$ cat config.mk
export PLATFORM = sky130hd
export DESIGN_NAME = mips_cpu_mem_ctrl
export DESIGN_NICKNAME = d
export VERILOG_FILES = /design/src/rtl/mips_cpu_mem_pkg.sv /design/src/rtl/mips_cpu_mem_lane_align.sv /design/src/rtl/mips_cpu_mem_ctrl.sv
export SDC_FILE = /design/constraint.sdc
export NUM_CORES = 1
export LEC_CHECK = 0
export CAP_MARGIN = 10
export CORE_MARGIN = 10
export CORE_UTILIZATION = 41
export CTS_CLUSTER_DIAMETER = 60
export CTS_CLUSTER_SIZE = 24
export DETAILED_ROUTE_END_ITERATION = 16
export MAX_ROUTING_LAYER = met4
export PLACE_DENSITY = 0.76
export SYNTH_ARGS = -nofsm -noshare
export SYNTH_HDL_FRONTEND = slang
export SYNTH_SLANG_ARGS = --single-unit
$ cat constraint.sdc
create_clock -name clk -period 3.75 [get_ports clk]
set_clock_uncertainty 0.05 [all_clocks]
set_input_delay 0.375 -clock clk [delete_from_list [all_inputs] [get_ports clk]]
set_output_delay 0.375 -clock clk [all_outputs]
set_load 0.02 [all_outputs]
$ cat src/rtl/mips_cpu_mem_pkg.sv
// Shared types for the MIPS CPU-side memory controller: access sizes,
// controller states and the registered request record.
package mips_cpu_mem_pkg;

  typedef enum logic [1:0] {
    SIZE_BYTE = 2'b00,
    SIZE_HALF = 2'b01,
    SIZE_WORD = 2'b10
  } mem_size_t;

  typedef enum logic [1:0] {
    IDLE,
    BUS,
    CAPTURE,
    DONE
  } mem_ctrl_state_t;

  // Size is kept as raw bits so the illegal encoding 2'b11 can be held as-is.
  typedef struct packed {
    logic        write;
    logic [1:0]  size;
    logic        sign_ext;
    logic [31:0] addr;
    logic [31:0] wdata;
  } mem_req_t;

  function automatic logic size_legal(input logic [1:0] size);
    return size != 2'b11;
  endfunction

endpackage

$ cat src/rtl/mips_cpu_mem_lane_align.sv
// Combinational lane steering for one 32-bit bus beat: byte enables,
// replicated store data, alignment check and load-data extraction/extension.
module mips_cpu_mem_lane_align
  import mips_cpu_mem_pkg::*;
(
  input  logic [1:0]  size,
  input  logic [1:0]  lane,
  input  logic        sign_ext,
  input  logic [31:0] wdata,
  input  logic [31:0] readdata,
  output logic [3:0]  byteenable,
  output logic [31:0] writedata,
  output logic        misaligned,
  output logic [31:0] rdata
);

  logic [31:0] shifted;

  // Decode lanes, replicate store data and right-justify/extend load data.
  always_comb begin
    // NOTE: every output gets a default first so no path leaves one unassigned (no latch).
    byteenable = '0;
    writedata  = '0;
    misaligned = 1'b0;
    rdata      = '0;
    shifted    = readdata >> {lane, 3'b000};
    case (size)
      SIZE_BYTE: begin
        byteenable = 4'b0001 << lane;
        writedata  = {4{wdata[7:0]}};
        rdata      = {{24{sign_ext & shifted[7]}}, shifted[7:0]};
      end
      SIZE_HALF: begin
        byteenable = 4'b0011 << lane;
        writedata  = {2{wdata[15:0]}};
        misaligned = lane[0];
        rdata      = {{16{sign_ext & shifted[15]}}, shifted[15:0]};
      end
      SIZE_WORD: begin
        byteenable = 4'b1111;
        writedata  = wdata;
        misaligned = |lane;
        rdata      = shifted;
      end
      default: ;
    endcase
  end

endmodule

$ cat src/rtl/mips_cpu_mem_ctrl.sv
// CPU-side memory controller: turns one load/store request into a single
// aligned Avalon-style transaction and returns an extended result or error.
// Optional: define MEM_CTRL_TIMEOUT_EN to abort a BUS phase stalled for
// TIMEOUT_CYCLES cycles with an error response.
module mips_cpu_mem_ctrl
  import mips_cpu_mem_pkg::*;
#(
  parameter int unsigned TIMEOUT_CYCLES = 256
) (
  input  logic        clk,
  input  logic        reset,
  input  logic        req_valid,
  output logic        req_ready,
  input  logic        req_write,
  input  logic [1:0]  req_size,
  input  logic        req_signed,
  input  logic [31:0] req_addr,
  input  logic [31:0] req_wdata,
  output logic        resp_valid,
  output logic        resp_err,
  output logic [31:0] resp_rdata,
  output logic [31:0] avm_address,
  output logic        avm_read,
  output logic        avm_write,
  output logic [3:0]  avm_byteenable,
  output logic [31:0] avm_writedata,
  input  logic        avm_waitrequest,
  input  logic [31:0] avm_readdata
);

  mem_ctrl_state_t state_q, state_d;
  mem_req_t        req_q;
  logic            err_q;
  logic [31:0]     rdata_q;

  logic        in_idle, in_bus, req_take, req_bad, timeout;
  logic [1:0]  al_size, al_lane;
  logic [3:0]  al_ben;
  logic [31:0] al_wd, al_rdata;
  logic        al_misaligned;

  assign in_idle  = (state_q == IDLE);
  assign in_bus   = (state_q == BUS);
  assign req_take = in_idle & req_valid;

  // The alignment check needs the live request in IDLE; later phases use the held copy.
  assign al_size = in_idle ? req_size      : req_q.size;
  assign al_lane = in_idle ? req_addr[1:0] : req_q.addr[1:0];
  assign req_bad = al_misaligned | ~size_legal(req_size);

  mips_cpu_mem_lane_align u_lane_align (
    .size       (al_size),
    .lane       (al_lane),
    .sign_ext   (req_q.sign_ext),
    .wdata      (req_q.wdata),
    .readdata   (avm_readdata),
    .byteenable (al_ben),
    .writedata  (al_wd),
    .misaligned (al_misaligned),
    .rdata      (al_rdata)
  );

`ifdef MEM_CTRL_TIMEOUT_EN
  localparam int unsigned CNT_W = (TIMEOUT_CYCLES > 1) ? $clog2(TIMEOUT_CYCLES) : 1;
  logic [CNT_W-1:0] wait_cnt_q;

  // Count stalled BUS cycles; restarts with every newly taken request.
  always_ff @(posedge clk or posedge reset) begin
    if (reset)                         wait_cnt_q <= '0;
    else if (req_take)                 wait_cnt_q <= '0;
    else if (in_bus && avm_waitrequest) wait_cnt_q <= wait_cnt_q + 1'b1;
  end

  assign timeout = in_bus & avm_waitrequest & (wait_cnt_q == CNT_W'(TIMEOUT_CYCLES - 1));
`else
  assign timeout = 1'b0;
`endif

  // State register; async reset drops the bus strobes immediately.
  always_ff @(posedge clk or posedge reset) begin
    // NOTE: non-blocking assignments so every register samples pre-edge values.
    if (reset) state_q <= IDLE;
    else       state_q <= state_d;
  end

  // Next-state logic for the IDLE -> BUS -> (CAPTURE) -> DONE sequence.
  always_comb begin
    state_d = state_q;
    case (state_q)
      IDLE:    if (req_valid) state_d = req_bad ? DONE : BUS;
      BUS: begin
        if (timeout)               state_d = DONE;
        else if (!avm_waitrequest) state_d = req_q.write ? DONE : CAPTURE;
      end
      CAPTURE: state_d = DONE;
      DONE:    state_d = IDLE;
      default: state_d = IDLE;
    endcase
  end

  // Request hold register and response result registers.
  always_ff @(posedge clk or posedge reset) begin
    if (reset) begin
      req_q   <= '0;
      err_q   <= 1'b0;
      rdata_q <= '0;
    end else if (req_take) begin
      req_q   <= '{write: req_write, size: req_size, sign_ext: req_signed,
                   addr: req_addr, wdata: req_wdata};
      err_q   <= req_bad;
      rdata_q <= '0;
    end else if (timeout) begin
      err_q   <= 1'b1;
    end else if (state_q == CAPTURE) begin
      rdata_q <= al_rdata;
    end
  end

  assign req_ready      = in_idle;
  assign avm_read       = in_bus & ~req_q.write;
  assign avm_write      = in_bus &  req_q.write;
  assign avm_address    = in_bus ? {req_q.addr[31:2], 2'b00} : '0;
  assign avm_byteenable = in_bus ? al_ben : '0;
  assign avm_writedata  = avm_write ? al_wd : '0;
  assign resp_valid     = (state_q == DONE);
  assign resp_err       = resp_valid & err_q;
  assign resp_rdata     = resp_valid ? rdata_q : '0;

endmodule

=== Word level (Yosys, flattened, before mapping) ===
Index checks and enable logic that the tools add are counted.
W data, S select, Z words.

* Equality and inequality tests: 8
* Shift-type cells: 3
* Mux-type cells: 17
* Bitwise logic cells: 9
* Reduce and logical (&&, ||, !) cells: 5

{| class="wikitable"
|+ Operator list
! kind !! count
|-
| $pmux W32 S3 || 2
|-
| $mux W32 || 5
|-
| $shr A32 B5 Y32 || 1
|-
| $pmux W4 S3 || 1
|-
| $mux W2 || 5
|-
| $pmux W2 S4 || 1
|-
| $and A1 B1 Y1 || 6
|-
| $eq A2 B2 Y1 const B || 3
|-
| $ne A2 B2 Y1 const B || 3
|-
| $eq A2 B1 Y1 const B || 2
|-
| $logic_not A2 Y1 || 2
|-
| $mux W4 || 1
|-
| $shl A1 B2 Y4 const A || 1
|-
| $shl A2 B2 Y4 const A || 1
|-
| $not A1 Y1 || 2
|-
| $pmux W1 S2 || 1
|-
| $reduce_and A2 Y1 || 1
|-
| $reduce_bool A2 Y1 || 1
|-
| $reduce_or A2 Y1 || 1
|-
| $mux W1 || 1
|-
| $or A1 B1 Y1 || 1
|}

* Flip-flop bits (word level): 103
* Input port bits: 104
* Word-level logic and storage cells: 50

=== Depth between registers and ports, before layout ===
Gate-level depths: netlist of run 1.

* Depth in word-level cells: 8
* Mapped depth: 13
* Gate-level depth less buffers: 10

=== Hierarchy ===
From an unflattened synthesis of run 1, not the netlist that was laid out.

* Cell total of the unflattened synthesis: 744
* Area, all modules: 6264.8 um2

{| class="wikitable"
|+ Modules (own cells, without submodules)
! module !! times used !! cells an instance !! area an instance (um2) !! seq. area each (um2)
|-
| mips_cpu_mem_ctrl || 1 || 535 || 4808.4 || 2577.5
|-
| mips_cpu_mem_lane_align || 1 || 209 || 1456.4 || 0.0
|}

=== Worst setup path after synthesis of run 1 ===
Ideal clock, no wire load.

* Path kind: register to output
* From: register state_q[0]
* To: output port avm_writedata[10]
* Data arrival time: 2.935 ns
* Required time: 3.325 ns
* Slack: 0.390 ns
* Cell stages (with the launch flop): 11
* Path buffers: 3
* Cells stage by stage: dfrtp_1 -> inv_1 -> ha_1 -> buf_2 -> mux2i_1 -> ha_1 -> or2_2 -> clkbuf_1 -> buf_1 -> a22oi_1 -> nor2_1

* Longest elaborated chain between the ends: 5
* Elaborated cells between the ends (all ways): 9

{| class="wikitable"
|+ Ends and longest elaborated chain
! item !! RTL line !! text
|-
| start: declaration || mips_cpu_mem_ctrl.sv:31 || <nowiki>mem_ctrl_state_t state_q, state_d;</nowiki>
|-
| start signal: assignment || mips_cpu_mem_ctrl.sv:83 || <nowiki>else state_q <= state_d;</nowiki>
|-
| $logic_not A2 Y1 * || mips_cpu_mem_ctrl.sv:42 || <nowiki>assign in_idle = (state_q == IDLE);</nowiki>
|-
| net req_ready || mips_cpu_mem_ctrl.sv:13 || <nowiki>output logic req_ready,</nowiki>
|-
| $mux W2 * || mips_cpu_mem_ctrl.sv:47 || <nowiki>assign al_size = in_idle ? req_size : req_q.size;</nowiki>
|-
| $eq A2 B2 Y1, or another cell as far along || mips_cpu_mem_lane_align.sv:27 || <nowiki>case (size)</nowiki>
|-
| $pmux W32 S3 * || mips_cpu_mem_lane_align.sv:27 ||
|-
| $mux W32 * || mips_cpu_mem_ctrl.sv:124 || <nowiki>assign avm_writedata = avm_write ? al_wd : '0;</nowiki>
|-
| end: declaration || mips_cpu_mem_ctrl.sv:26 || <nowiki>output logic [31:0] avm_writedata,</nowiki>
|}

Mark *: on every way through the listed nets, which the timed path passes. The rest lies on a longest branch.

=== Final worst setup path of run 1 ===
* From: register state_q[0]
* To: output port avm_writedata[14]

* Longest elaborated chain between the ends: 5
* Elaborated cells between the ends (all ways): 9

{| class="wikitable"
|+ Ends and longest elaborated chain
! item !! RTL line
|-
| $logic_not A2 Y1 || mips_cpu_mem_ctrl.sv:42
|-
| $mux W2 || mips_cpu_mem_ctrl.sv:47
|-
| $eq A2 B2 Y1, or another cell as far along || mips_cpu_mem_lane_align.sv:27
|-
| $pmux W32 S3 || mips_cpu_mem_lane_align.sv:27
|-
| $mux W32 * || mips_cpu_mem_ctrl.sv:124
|}

Every way passes the cells marked *; elsewhere a longest branch is shown, timed or not.

==> impl_results.md, run 1 <==
- Clock buffer depth: 2
- Largest incremental delay on the critical path: 550 ps
- Share of cells above drive strength 1: 16.09%
- Later-pin clock latency in the skew report: 340 ps
- Final routed DRC violation total: 0
- Sort of element at the start of the critical path: register
- Boundary Pins: 209
- Area added between synthesis and finish: 47.06%
- Maximum number of pins on one net before global-route repair: 71
- Switching power summed over all nets: 2.655 mW
- Path type of the worst min-delay path: register to register
- DPL Wire Length: 13520 µm
- Initial DRC count: 437
- Combined area of all synthesized cells: 5461 µm²
- Sequential-to-total area share from yosys stat: 47.19%
- Minimum setup slack among reg-to-reg paths: 860 ps
- Global-route wire length before repair: 27710 µm
- Data required time at the worst endpoint: 3320 ps
- Slew Viols, Final: 0
- Proportion of power drawn by flip-flops and latches: 30.1%
- Overflow left after global routing: 0
- Arrival time at the worst endpoint: 3160 ps
- Cells along the critical path: inv_1 > ha_2 > mux2i_2 > inv_1 > ha_1 > or2_2 > buf_4 > a22oi_1 > nor2_1 > clkdlybuf4s50_1
- Critical path capture point: avm_writedata[14]
- Number of warnings printed during yosys synthesis: 0
- CTS H-tree depth: 3
- Cells after synthesis: 523
- Total negative slack for setup checks: 0 ps
- Inserted Clock Buffers: 9
- FFs w/ async S/R, synth: 100.0%
- Synthesized area divided by synthesized cell count: 10.44 µm²
- Worst hold slack: 414.4 ps
- Overall die height: 135.4 µm
- Chip Width: 135.4 µm
- Leakage dissipation: 3.417 nW
- Number of sinks driven by the clock tree: 103
- Number of hold-slack violations in the final timing report: 0
- Global-route total usage across every layer: 19.78%
- Type of the setup path with the least slack: register to primary output
- Unique masters post-synth: 38
- Number of setup buffers added after CTS: 0
- Switching fraction of total power: 40.90%
- Clock tree root driver cell: clkbuf_16
- Port bufs: 206
- Highest Clock Rate: 278.7 MHz
- Core area: 13140 µm²
- Final worst-path cycle share: 95.69%
- Endpoint of the lowest-slack register-to-register path: rdata_q[21]
- CP Launch Point: state_q[0]
- Average routed wire per standard cell: 20.23 µm
- Design internal power: 3.836 mW
- Antenna violation net count after detailed routing: 0
- Peak supply drop: 0.0004246 V
- Commonest cells after routing, fill and taps aside: 205 x clkdlybuf4s50_1, 103 x dfrtp_1, 72 x and2_1
- Shortest period the worst path allows: 3588 ps
- Commonest non-fill, non-tap cell in the layout: clkdlybuf4s50_1
- Post-Route WL: 18140 µm
- Normalized max-slew margin: 29.75%
- Setup violators final: 0
- Register bit count reported by yosys: 103
- CP max-delay cell: clkdlybuf4s50_1
- CP Capture Type: primary output
- Crit Reg-Reg Startpoint: state_q[0]
- Via count of the first global-routing pass: 5001
- Outcome: finished clean
- Global placer's final weighted congestion: 0.9441
- Most frequent cell on the critical path: inv_1
- Standard-cell rows: 42
- Diodes inserted: 0
- Router iterations before antenna repair: 5
- Share of power burned in combinational logic: 55.0%
- Average vias per placed instance: 5.279
- Slew @ Worst Pin: 1054 ps
- Clock power share: 14.9%
- Clock slew seen by the registers of the worst setup and hold paths: 70 ps
- Vias: 4735
- Unrepaired setup endpoints after global routing: false
- Number of cells in the finished layout apart from fillers: 897
- Initial core utilization: 41.57%
- Total power per unit cell area: 808.2 nW/µm²
- Initial antenna violation count: 0
- Most frequently used flop master after synthesis: dfrtp_1
- Die ar.: 18340 µm²
- TritonCTS clock tree: yes
- Number of flops mapped to enable cells by yosys: 0
- Highest fanout seen on the critical path: 17
- Cells on worst reg2reg path: 8
- # placed instances: 881
- Max-cap violations: 0
- Final Net Count: 828
final cells by class:
cell class | count | area [µm²]
fillers | 1080 | 5106
well taps | 176 | 220.2
flip-flops and latches | 103 | 2577
clock buffers | 11 | 252.7
multi-input cells | 375 | 2723
inverters | 6 | 25.02
repair buffers | 221 | 2177
clock inverters | 5 | 56.30
per-layer routing:
layer | vias up | track usage [%] | wire [µm]
li1 | 2223 | - | -
met1 | 2283 | 23.44 | 7554
met2 | 209 | 31.28 | 8591
met3 | 20 | 7.233 | 1780
met4 | 0 | 5.024 | 217
met5 | - | - | 0
flip-flops by register name (all words and copies together) (netlist names):
register	count
req_q	68
rdata_q	32
state_q	2
err_q	1
timing repair:
action / in CTS / in global routing
endpoints found under the setup margin: 10 / 24
pin swaps: 0 / 0
hold buffers: 0 / 0
gates resized for setup: 2 / 6
per-stage QoR:
step                power, mW  setup slack, ps  utilization (%)  cell area, µm²
CTS                     6.496            11.06            60.96            8009
finish                  6.491            161.8            61.13            8031
floorplan               4.190            390.2                -            5465
detailed placement      5.497            267.6            58.56            7694
global placement        5.377            357.0            58.56            7694
global route            6.923            5.786            61.13            8031
Yosys cell counts, drive strengths merged, types with 9 or more instances:
cell type | n | share of area, %
o21ai | 13 | 1.4
and2 | 72 | 8.2
dfrtp | 103 | 47
mux2i | 21 | 4.0
buf | 13 | 1.3
mux2 | 70 | 14
a22oi | 17 | 2.3
nand3 | 13 | 1.2
clkbuf | 27 | 1.9
nand2 | 68 | 4.7
nor2 | 29 | 2.0
o22ai | 9 | 1.1
power by group through the flow:
stage,Combinational [mW],Clock (mW),Sequential [mW]
2_1_floorplan,2.35,0,1.84
3_3_place_gp,3.45,0,1.92
3_5_place_dp,3.54,0,1.96
4_1_cts,3.56,0.984,1.95
5_1_grt,3.87,1.03,2.02
6_report,3.57,0.967,1.96
kinds of logic (layout without fill, tap and decap cells):
group                    count (synthesis)  count (layout)  synth area share (%)
AO/OA/AOI/OAI                           84              84                 11.82
AND/OR/NAND/NOR                        190             190                 17.09
multiplexers                            91              91                 18.42
buffers and inverters                   46             243                 3.574
other                                    1               2               0.06866
flip-flops                             103             103                 47.19
adder cells (fa/ha/maj)                  8               8                 1.833
worst min path at each step:
stage | from | end | slack, ps | depth (start not counted)
floorplan | rdata_q[10] | rdata_q[10] | 380 | 2
global placement | rdata_q[14] | rdata_q[14] | 400 | 2
detailed placement | rdata_q[13] | rdata_q[13] | 400 | 2
CTS | rdata_q[11] | rdata_q[11] | 420 | 2
global route | rdata_q[9] | rdata_q[9] | 430 | 2
finish | rdata_q[11] | rdata_q[11] | 410 | 2
worst max-delay path, delay by kind of cell (launching register included):
kind                     cells  cell delay [ps]
AND/OR/NAND/NOR              2              360
multiplexers                 1              330
buffers and inverters        4             1000
adder cells (fa/ha/maj)      2              480
flip-flops                   1              430
AO/OA/AOI/OAI                1              200
(Power assumes the default switching activity.)
==> inputs of run 2 (changes only) <==
- CORE_UTILIZATION: 41 -> 30
- PLACE_DENSITY: 0.76 -> not set
==> run 2 against run 1 <==
Routed wire length is 5.3% higher. Register-to-register slack worse by 290 ps. Die area is 31% higher. Core utilization is 16 points lower. Cell area is 0.73% higher. Clock power is 9.9% lower. Sequential power hardly changed. First-iteration DRC count is 23% lower. Worst hold slack worse by 0.55 ps. Final cell count is 6.2% higher. Total power is 1.2% lower. Combinational power hardly changed. Critical endpoint is now avm_writedata[20]. Largest power group unchanged.
==> impl_results.md, run 2 (synthesis gave the netlist of run 1 again) <==
- Average vias per placed instance: 5.073
- Cells on worst reg2reg path: 9
- # placed instances: 936
- GRT met3 Usage: 6.148%
- Final worst-path cycle share: 95.18%
- Initial DRC count: 337
- Sort of element at the start of the critical path: register
- Type of the setup path with the least slack: register to primary output
- Unrepaired setup endpoints after global routing: false
- Die ar.: 24000 µm²
- Slew @ Worst Pin: 1093 ps
- Global-route wire length before repair: 29530 µm
- Normalized max-slew margin: 27.14%
- Highest fanout seen on the critical path: 8
- Biggest regs: req_q x68, rdata_q x32, state_q x2
- Fraction of met2 tracks used by global routing: 25.06%
- Clock power share: 13.6%
- Slew Viols, Final: 0
- Inserted Clock Buffers: 9
- CP Capture Type: primary output
- Chip Width: 154.9 µm
- Clock slew seen by the registers of the worst setup and hold paths: 60 ps
- Area added between synthesis and finish: 48.13%
- Later-pin clock latency in the skew report: 350 ps
- Flip-flop count of the largest register after layout: 68
- Boundary Pins: 209
- Final routed DRC violation total: 0
- Clock buffer depth: 2
- Arrival time at the worst endpoint: 3140 ps
- Highest Clock Rate: 280.2 MHz
- Outcome: finished clean
- Switching fraction of total power: 41.66%
- Average routed wire per standard cell: 20.05 µm
- Peak supply drop: 0.0003373 V
- Design internal power: 3.740 mW
- Initial antenna violation count: 3
- Most Crowded Layer GR: met2
- Shortest period the worst path allows: 3569 ps
- Clock tree root driver cell: clkbuf_16
- Standard-cell rows: 49
- TritonCTS clock tree: yes
- Overall die height: 154.9 µm
- Overflow left after global routing: 0
- Final Net Count: 830
- Vias: 4835
- Hold buffer count at CTS: 0
- Via count of the first global-routing pass: 5245
- Max-cap violations: 0
- Proportion of power drawn by flip-flops and latches: 30.3%
- Hold Path Depth: 2
- Number of hold-slack violations in the final timing report: 0
- Maximum number of pins on one net before global-route repair: 87
- DPL Wire Length: 14240 µm
- Initial core utilization: 30.40%
- Setup violators final: 0
- Post-Route WL: 19110 µm
- Share of power burned in combinational logic: 56.1%
- Router iterations before antenna repair: 6
- Register with the most flip-flops: req_q
- Leakage dissipation: 3.578 nW
- Commonest non-fill, non-tap cell in the layout: clkdlybuf4s50_1
- Switching power summed over all nets: 2.671 mW
- Total power per unit cell area: 792.5 nW/µm²
- Number of cells in the finished layout apart from fillers: 953
- Port bufs: 206
- Total negative slack for setup checks: 0 ps
- Global-route total usage across every layer: 15.97%
- Met1 usage in global routing: 18.69%
- Commonest cells after routing, fill and taps aside: 196 x clkdlybuf4s50_1, 103 x dfrtp_1, 72 x and2_1
- Share of cells above drive strength 1: 15.53%
- Number of sinks driven by the clock tree: 103
- Path type of the worst min-delay path: register to register
- Core area: 17960 µm²
- Global placer's final weighted congestion: 0.8664
- CTS H-tree depth: 3
- Data required time at the worst endpoint: 3320 ps
- Antenna violation net count after detailed routing: 0
[run 2: cell count changes in the layout (fill, tap and decap cells not counted), moves of 2 or more]
| cell | change |
|---|---|
| clkdlybuf4s50_1 | -9 |
| dlymetal6s2s_1 | +9 |
| diode_2 | +3 |
| ha_1 | +3 |
| ha_2 | -3 |
| buf_4 | +2 |
[run 2: worst paths after layout]
kind	endpoint	slack, ps	startpoint
setup / recovery	avm_writedata[20]	180	state_q[1]
hold / removal	rdata_q[8]	410	rdata_q[8]
setup reg to reg	rdata_q[22]	570	state_q[1]
hold reg to reg	rdata_q[8]	410	rdata_q[8]
max in group asynchronous	req_q[1]	2200	reset
min in group asynchronous	req_q[13]	600	reset
[run 2: worst max-delay path, stage by stage, from the launching register on]
cell and delay [ps]:
dfrtp_1 430, inv_1 110, ha_1 260, mux2i_2 320, inv_1 100, ha_1 220
buf_4 180, or2_2 380, a22oi_1 170, nor2_1 70, clkdlybuf4s50_1 560
[run 2: power groups by stage]
stage	Sequential (mW)	Combinational, mW	Clock (mW)
2_1_floorplan	1.84	2.35	0
3_3_place_gp	1.93	3.53	0
3_5_place_dp	1.95	3.60	0
4_1_cts	1.94	3.62	0.899
5_1_grt	2.01	3.92	0.942
6_report	1.94	3.60	0.871
[run 2: stage by stage]
stage          hold WS (ps)  setup WS [ps]  cell area [µm²]  util [%]  total power, mW
2_1_floorplan         380.4          390.2             5465         -            4.190
3_3_place_gp          395.2          496.6             7780     43.31            5.455
3_5_place_dp          401.2          375.7             7780     43.31            5.555
4_1_cts               416.6          111.9             8046     44.79            6.459
5_1_grt               446.6          3.726             8090     45.04            6.871
6_report              413.8          180.6             8090     45.04            6.412
[run 2: per-layer routing]
layer / part of all wire (%) / up-vias / wire length [µm]
met5: 0 / - / 0
met4: 1.8 / 0 / 353
met2: 47 / 207 / 9000
met1: 41 / 2380 / 7919
met3: 9.6 / 23 / 1833
li1: - / 2225 / -
[run 2: area by class of cell]
cell class / instances / area, µm²
Timing Repair Buffer: 223 / 2215
Antenna cell: 3 / 7.507
Sequential cell: 103 / 2577
Clock buffer: 11 / 242.7
Tap cell: 229 / 286.5
Fill cell: 1692 / 9873
Multi-Input combinational cell: 375 / 2715
Clock inverter: 3 / 21.27
Inverter: 6 / 25.02
[run 2: timing repair]
item,CTS,global route
gates resized for setup,1,13
setup buffers,0,0
endpoints found under the setup margin,1,22
